## config.mk

```make
export PLATFORM = sky130hd
export DESIGN_NAME = lsu_mem_master
export DESIGN_NICKNAME = d
export VERILOG_FILES = /design/src/rtl/lsu_mem_master.sv
export SDC_FILE = /design/constraint.sdc
export NUM_CORES = 1
export LEC_CHECK = 0
export BUFFER_PORTS_ARGS = -buffer_cell sky130_fd_sc_hd__buf_4
export CAP_MARGIN = 20
export CORE_ASPECT_RATIO = 0.75
export CORE_MARGIN = 2
export CORE_UTILIZATION = 45
export DETAILED_ROUTE_END_ITERATION = 16
export PLACE_DENSITY_LB_ADDON = 0.3
export SETUP_SLACK_MARGIN = 0.05
export SLEW_MARGIN = 40
export SYNTH_ARGS = -nofsm -noshare
export SYNTH_HDL_FRONTEND = slang
export SYNTH_SLANG_ARGS = --single-unit
```

## constraint.sdc

```tcl
create_clock -name clk -period 3.7 [get_ports clk]
set_clock_uncertainty 0.1 [all_clocks]
set_input_delay 0.37 -clock clk [delete_from_list [all_inputs] [get_ports clk]]
set_output_delay 0.37 -clock clk [all_outputs]
set_load 0.02 [all_outputs]
```

## src/rtl/lsu_mem_master.sv

```systemverilog
`timescale 1ns/1ps
// lsu_mem_master: data-side load/store master for a one-cycle-latency word memory.
// Turns byte-addressed core requests into strobed word writes and returns extended load data.
module lsu_mem_master #(
    parameter int ADDR_W = 8
) (
    input  logic              clk,
    input  logic              cpu_rstn,
    input  logic              req_valid,
    output logic              req_ready,
    input  logic              req_we,
    input  logic [1:0]        req_size,
    input  logic              req_unsigned,
    input  logic [31:0]       req_addr,
    input  logic [31:0]       req_wdata,
    output logic              resp_valid,
    output logic [31:0]       resp_rdata,
    output logic              resp_err,
    output logic [ADDR_W-1:0] mem_rd_addr,
    input  logic [31:0]       mem_rd_data,
    output logic [ADDR_W-1:0] mem_wr_addr,
    output logic [31:0]       mem_wr_data,
    output logic [3:0]        mem_wr_strobe
);

    localparam logic [1:0] SIZE_BYTE = 2'd0;
    localparam logic [1:0] SIZE_HALF = 2'd1;
    localparam logic [1:0] SIZE_WORD = 2'd2;

    typedef enum logic [1:0] {
        IDLE,
        LD_ADDR,
        LD_DATA,
        ST_WR
    } state_e;

    state_e            state_q, state_d;
    logic [ADDR_W-1:0] rdAddr_q, rdAddr_d;
    logic [ADDR_W-1:0] wrAddr_q, wrAddr_d;
    logic [31:0]       wrData_q, wrData_d;
    logic [3:0]        strobe_q, strobe_d;
    logic              respValid_q, respValid_d;
    logic              respErr_q, respErr_d;
    logic [31:0]       respRdata_q, respRdata_d;
    logic [1:0]        ldOff_q, ldOff_d;
    logic [1:0]        ldSize_q, ldSize_d;
    logic              ldUnsigned_q, ldUnsigned_d;

    logic              accept;
    logic              outOfRange;
    logic              reqErr;
    logic [ADDR_W-1:0] reqWordAddr;
    logic [3:0]        stStrobe;
    logic [31:0]       stData;
    logic [31:0]       ldShifted;
    logic [31:0]       ldResult;

    assign req_ready   = (state_q == IDLE);
    assign accept      = req_valid && req_ready;
    assign reqWordAddr = req_addr[ADDR_W+1:2];
    assign outOfRange  = (req_addr >> (ADDR_W + 2)) != 32'd0;
    assign reqErr      = (req_size == 2'd3)
                      || ((req_size == SIZE_HALF) && req_addr[0])
                      || ((req_size == SIZE_WORD) && (req_addr[1:0] != 2'b00))
                      || outOfRange;

    // Store lanes: data is replicated across lanes so the strobe alone picks the target bytes.
    always_comb begin
        stStrobe = 4'b0000;
        stData   = req_wdata;
        case (req_size)
            SIZE_BYTE: begin
                stStrobe = 4'b0001 << req_addr[1:0];
                stData   = {4{req_wdata[7:0]}};
            end
            SIZE_HALF: begin
                stStrobe = req_addr[1] ? 4'b1100 : 4'b0011;
                stData   = {2{req_wdata[15:0]}};
            end
            SIZE_WORD: stStrobe = 4'b1111;
            default:   stStrobe = 4'b0000;
        endcase
    end

    // Loads are aligned, so a single right shift by the byte offset serves every size.
    assign ldShifted = mem_rd_data >> {ldOff_q, 3'b000};

    always_comb begin
        case (ldSize_q)
            SIZE_BYTE: ldResult = ldUnsigned_q ? {24'd0, ldShifted[7:0]}
                                               : {{24{ldShifted[7]}}, ldShifted[7:0]};
            SIZE_HALF: ldResult = ldUnsigned_q ? {16'd0, ldShifted[15:0]}
                                               : {{16{ldShifted[15]}}, ldShifted[15:0]};
            default:   ldResult = ldShifted;
        endcase
    end

    always_comb begin
        state_d      = state_q;
        rdAddr_d     = rdAddr_q;
        wrAddr_d     = wrAddr_q;
        wrData_d     = wrData_q;
        strobe_d     = 4'b0000;
        respValid_d  = 1'b0;
        respErr_d    = 1'b0;
        respRdata_d  = 32'd0;
        ldOff_d      = ldOff_q;
        ldSize_d     = ldSize_q;
        ldUnsigned_d = ldUnsigned_q;

        case (state_q)
            IDLE: begin
                if (accept) begin
                    if (reqErr) begin
                        respValid_d = 1'b1;
                        respErr_d   = 1'b1;
                    end else if (req_we) begin
                        state_d  = ST_WR;
                        wrAddr_d = reqWordAddr;
                        wrData_d = stData;
                        strobe_d = stStrobe;
                    end else begin
                        state_d      = LD_ADDR;
                        rdAddr_d     = reqWordAddr;
                        ldOff_d      = req_addr[1:0];
                        ldSize_d     = req_size;
                        ldUnsigned_d = req_unsigned;
                    end
                end
            end
            LD_ADDR: state_d = LD_DATA;
            LD_DATA: begin
                state_d     = IDLE;
                respValid_d = 1'b1;
                respRdata_d = ldResult;
            end
            ST_WR: begin
                state_d     = IDLE;
                respValid_d = 1'b1;
            end
            default: state_d = IDLE;
        endcase
    end

    // Async reset drops the strobe and any pending response immediately, discarding the request.
    always_ff @(posedge clk or negedge cpu_rstn) begin
        if (!cpu_rstn) begin
            state_q      <= IDLE;
            rdAddr_q     <= '0;
            wrAddr_q     <= '0;
            wrData_q     <= 32'd0;
            strobe_q     <= 4'b0000;
            respValid_q  <= 1'b0;
            respErr_q    <= 1'b0;
            respRdata_q  <= 32'd0;
            ldOff_q      <= 2'd0;
            ldSize_q     <= 2'd0;
            ldUnsigned_q <= 1'b0;
        end else begin
            state_q      <= state_d;
            rdAddr_q     <= rdAddr_d;
            wrAddr_q     <= wrAddr_d;
            wrData_q     <= wrData_d;
            strobe_q     <= strobe_d;
            respValid_q  <= respValid_d;
            respErr_q    <= respErr_d;
            respRdata_q  <= respRdata_d;
            ldOff_q      <= ldOff_d;
            ldSize_q     <= ldSize_d;
            ldUnsigned_q <= ldUnsigned_d;
        end
    end

    assign mem_rd_addr   = rdAddr_q;
    assign mem_wr_addr   = wrAddr_q;
    assign mem_wr_data   = wrData_q;
    assign mem_wr_strobe = strobe_q;
    assign resp_valid    = respValid_q;
    assign resp_err      = respErr_q;
    assign resp_rdata    = respRdata_q;

endmodule

```

==> key figures <==
Floorplan
  – Die X-Extent: about 120 um
  – Initial Util: ~47%
  – Num ports: 190
  – Row count: 30
  – Die height: about 89 um
  – Die area: 10400 um^2
  – CORE AREA: ~9200 um^2

Yosys
  – Mapped Nets: 447
  – Avg Cell Area, Syn: about 13 um^2
  – Post-synth ARST share: 100.0%
  – #FFs+latches synth: 93
  – Main synth FF type: dfrtp_1
  – Synth area leaders: dfrtp_1 54%, mux2_1 9.4%, mux2_2 8.9%
  – Number of synthesized flops with an enable pin: 0
  – Sequential share of the synthesized area: 53.93%
  – Syn Inst Count: 344
  – Largest area contributor in the netlist: dfrtp_1
  – Yosys cell types: 35
  – Synth top area share: 53.93%
  – Synthesis Warnings: 0
  – Post-Synthesis Cell Area: 4315 um^2

Final layout
  – Layout area overhead: 42.97%
  – # diodes: 0
  – Final-stage net count: roughly 630
  – Commonest cells after routing, fill and taps aside: 194 x buf_4, 93 x dfrtp_1, 36 x mux2_1
  – Most common cell after layout, fill and taps aside: buf_4
  – Share of cells above drive strength 1: between 40% and 50%

Placed design
  – IO Port Bufs: 189
  – DPL Wire Length: 8.419 mm
  – Routability cong.: 0.8713
  – Pre-CTS WS: around 1.1 ns

Power and ir drop
  – Switching portion of total power: 20.49%
  – Seq pwr share: 46.3%
  – Int Pwr: 1.749 mW
  – Pwr per Cell Area: 356.6 nW/um^2
  – Lkg Pwr: 3.250 nW
  – Largest vdd supply drop: 0.0003050 V
  – Clock Power Share: 44.9%
  – Psw: 0.4508 mW
  – Comb power frac: 8.9%

STA
  – Worst-case hold slack: 0.1668 ns
  – Tcrit/Tclk final: 59.82%
  – Final setup violation count: 0
  – Worst Slack Setup Final: 1.487 ns
  – RSZ-0062 raised after global routing: no
  – Hold Fails Final Rpt: 0
  – Slew @ Worst Pin: about 0.74 ns
  – Tmin final: 2.213 ns
  – Slew Limit Fails: 0
  – Relative slew slack: between 50 and 60%
  – FMAX: 451.8 MHz
  – Setup_tns: 0 ns

Outcome
  – Status: finished clean

Critical path
  – R2r startpoint: state_q[0]$_DFFE_PN0P_
  – Critical path peak fanout: 44
  – Reg2Reg Setup Slack: 1.55 ns
  – Worst path cell trace: buf_4 > nor4_2 > nand4_2 > nor4_4 > buf_4 > mux2_1
  – CP required: 3.81 ns
  – Buffers & Inverters on Critical Path: 2
  – Slowest-stage cell, CP: buf_4
  – CP delay by family, top: simple AND/OR/NAND/NOR gates
  – Reg-to-Reg End: resp_rdata[31]$_DFF_PN0_
  – Crit start category: primary input
  – Arrival time at the worst endpoint: 2.33 ns
  – Critical path capture point type: flop
  – Largest stage delay, worst path: 0.50 ns
  – Reg2reg path depth: 5
  – Cell mode on critical path: buf_4
  – WS Path Type: in2reg

Clock tree
  – Num CTS Buffers: 9
  – Clk buf depth: 2
  – Post_cts resized: 0
  – Worst skew pair latency: ~0.33 ns
  – Root Buffer: clkbuf_16
  – H-tree Lvls: 3
  – Clock-pin slew on the worst setup and hold paths: ~0.06 ns
  – CTS tree: yes
  – Post-CTS Hold Fix Bufs: 1
  – Clock sink count: 93
  – Post-CTS Setup Repair Bufs: 0

Detailed routing
  – DRC: 0
  – Wirelength per Cell: between 15 and 20 um
  – Number of vias per cell: 5.129
  – First-pass DRT Iterations: 4
  – Via count: 3385
  – Routed wire length: 11.15 mm
  – Final ANT Viol Nets: 0
  – Initial DRC Count: between 100 and 150

Global routing
  – Initial antenna violation count: 0
  – Largest net degree at the start of global routing: 76
  – Grt total ovfl: 0
  – GRT Overall Usage: 21.58%
  – First-pass GRT wire length: 16.87 mm
  – Vias in the first global route: around 3.3k

Worst hold path
  – Hold/Removal Path Class: in2reg
  – WHS Endpoint: mem_wr_addr[1]$_DFFE_PN0P_
  – Worst Hold Depth: 2
  – Hold path startpoint: req_addr[3]

Job
  – Maxcap violations: 0
cells by family after synthesis:
group	count (synthesis)	share of synthesized area, %
compound gates	63	8.988
simple gates	69	9.771
flops	93	53.93
buf+inv	23	2.725
mux	96	24.59
final cells by class:
| type | instances | area, um^2 |
|---|---|---|
| clock buffer | 12 | 256.5 |
| timing repair buffer | 196 | 1478 |
| sequential | 93 | 2327 |
| multi-input combinational | 228 | 1879 |
| clock inverter | 3 | 68.82 |
| tap | 128 | 160.2 |
| fill | 725 | 3027 |
registers in the layout, indices dropped and copies added (netlist names):
name and count:
mem_rd_addr 8, mem_wr_addr 8, resp_err 1, state_q 2, mem_wr_data 32, resp_valid 1, resp_rdata 32, mem_wr_strobe 4
ldUnsigned_q 1, ldSize_q 2, ldOff_q 2
per-stage QoR:
step	total power [mW]	util (%)	area [um^2]	cells
detailed placement	1.232	63.44	5834	644
finish	2.200	67.09	6170	660
global route	2.284	67.09	6170	660
global placement	1.227	63.32	5823	643
CTS	2.229	67.09	6170	660
floorplan	1.098	-	4315	344
cells in the mapped netlist, types with 2 or more instances:
cell type,count
mux2_1,36
mux2i_1,25
o21ai_0,24
nand2_1,14
mux2_2,34
a21boi_0,2
dfrtp_1,93
clkbuf_1,11
a211oi_1,14
buf_6,3
buf_4,2
nor4_2,6
a21oi_1,11
buf_1,6
and2_1,6
a21o_1,8
nor3_1,2
nor4_1,3
nand2b_1,4
nor2b_1,12
nor2_1,14
how the worst max path moves through the flow:
stage | start | to | slack, ns | cells after the start
3_5_place_dp | req_addr[29] | mem_wr_addr[4]$_DFFE_PN0P_ | 1.13 | 6
5_1_grt | req_addr[29] | mem_wr_addr[6]$_DFFE_PN0P_ | 1.37 | 6
2_1_floorplan | req_addr[11] | mem_wr_addr[0]$_DFFE_PN0P_ | 1.52 | 5
4_1_cts | req_addr[29] | mem_wr_addr[4]$_DFFE_PN0P_ | 1.48 | 6
6_report | req_addr[29] | mem_wr_data[15]$_DFFE_PN0P_ | 1.49 | 6
3_3_place_gp | req_addr[29] | ldUnsigned_q$_DFFE_PN0P_ | 1.08 | 5
power by group through the flow:
stage | Combinational, mW | Clock [mW] | Sequential, mW
after floorplan | 0.0590 | 0 | 1.04
after global placement | 0.190 | 0 | 1.04
after detailed placement | 0.195 | 0 | 1.04
after CTS | 0.197 | 1.01 | 1.02
after global routing | 0.213 | 1.05 | 1.02
final | 0.195 | 0.987 | 1.02
layer usage:
layer | wire length (um) | track usage, % | vias up | share of wire [%]
li1 | - | - | 1608 | -
met1 | 5008 | 29.47 | 1646 | 45
met2 | 5225 | 34.79 | 121 | 47
met3 | 798 | 5.274 | 10 | 7.2
met5 | 0 | 0 | - | 0
met4 | 118 | 5.989 | 0 | 1.1
Note: power is estimated with default switching activity, not from simulation.
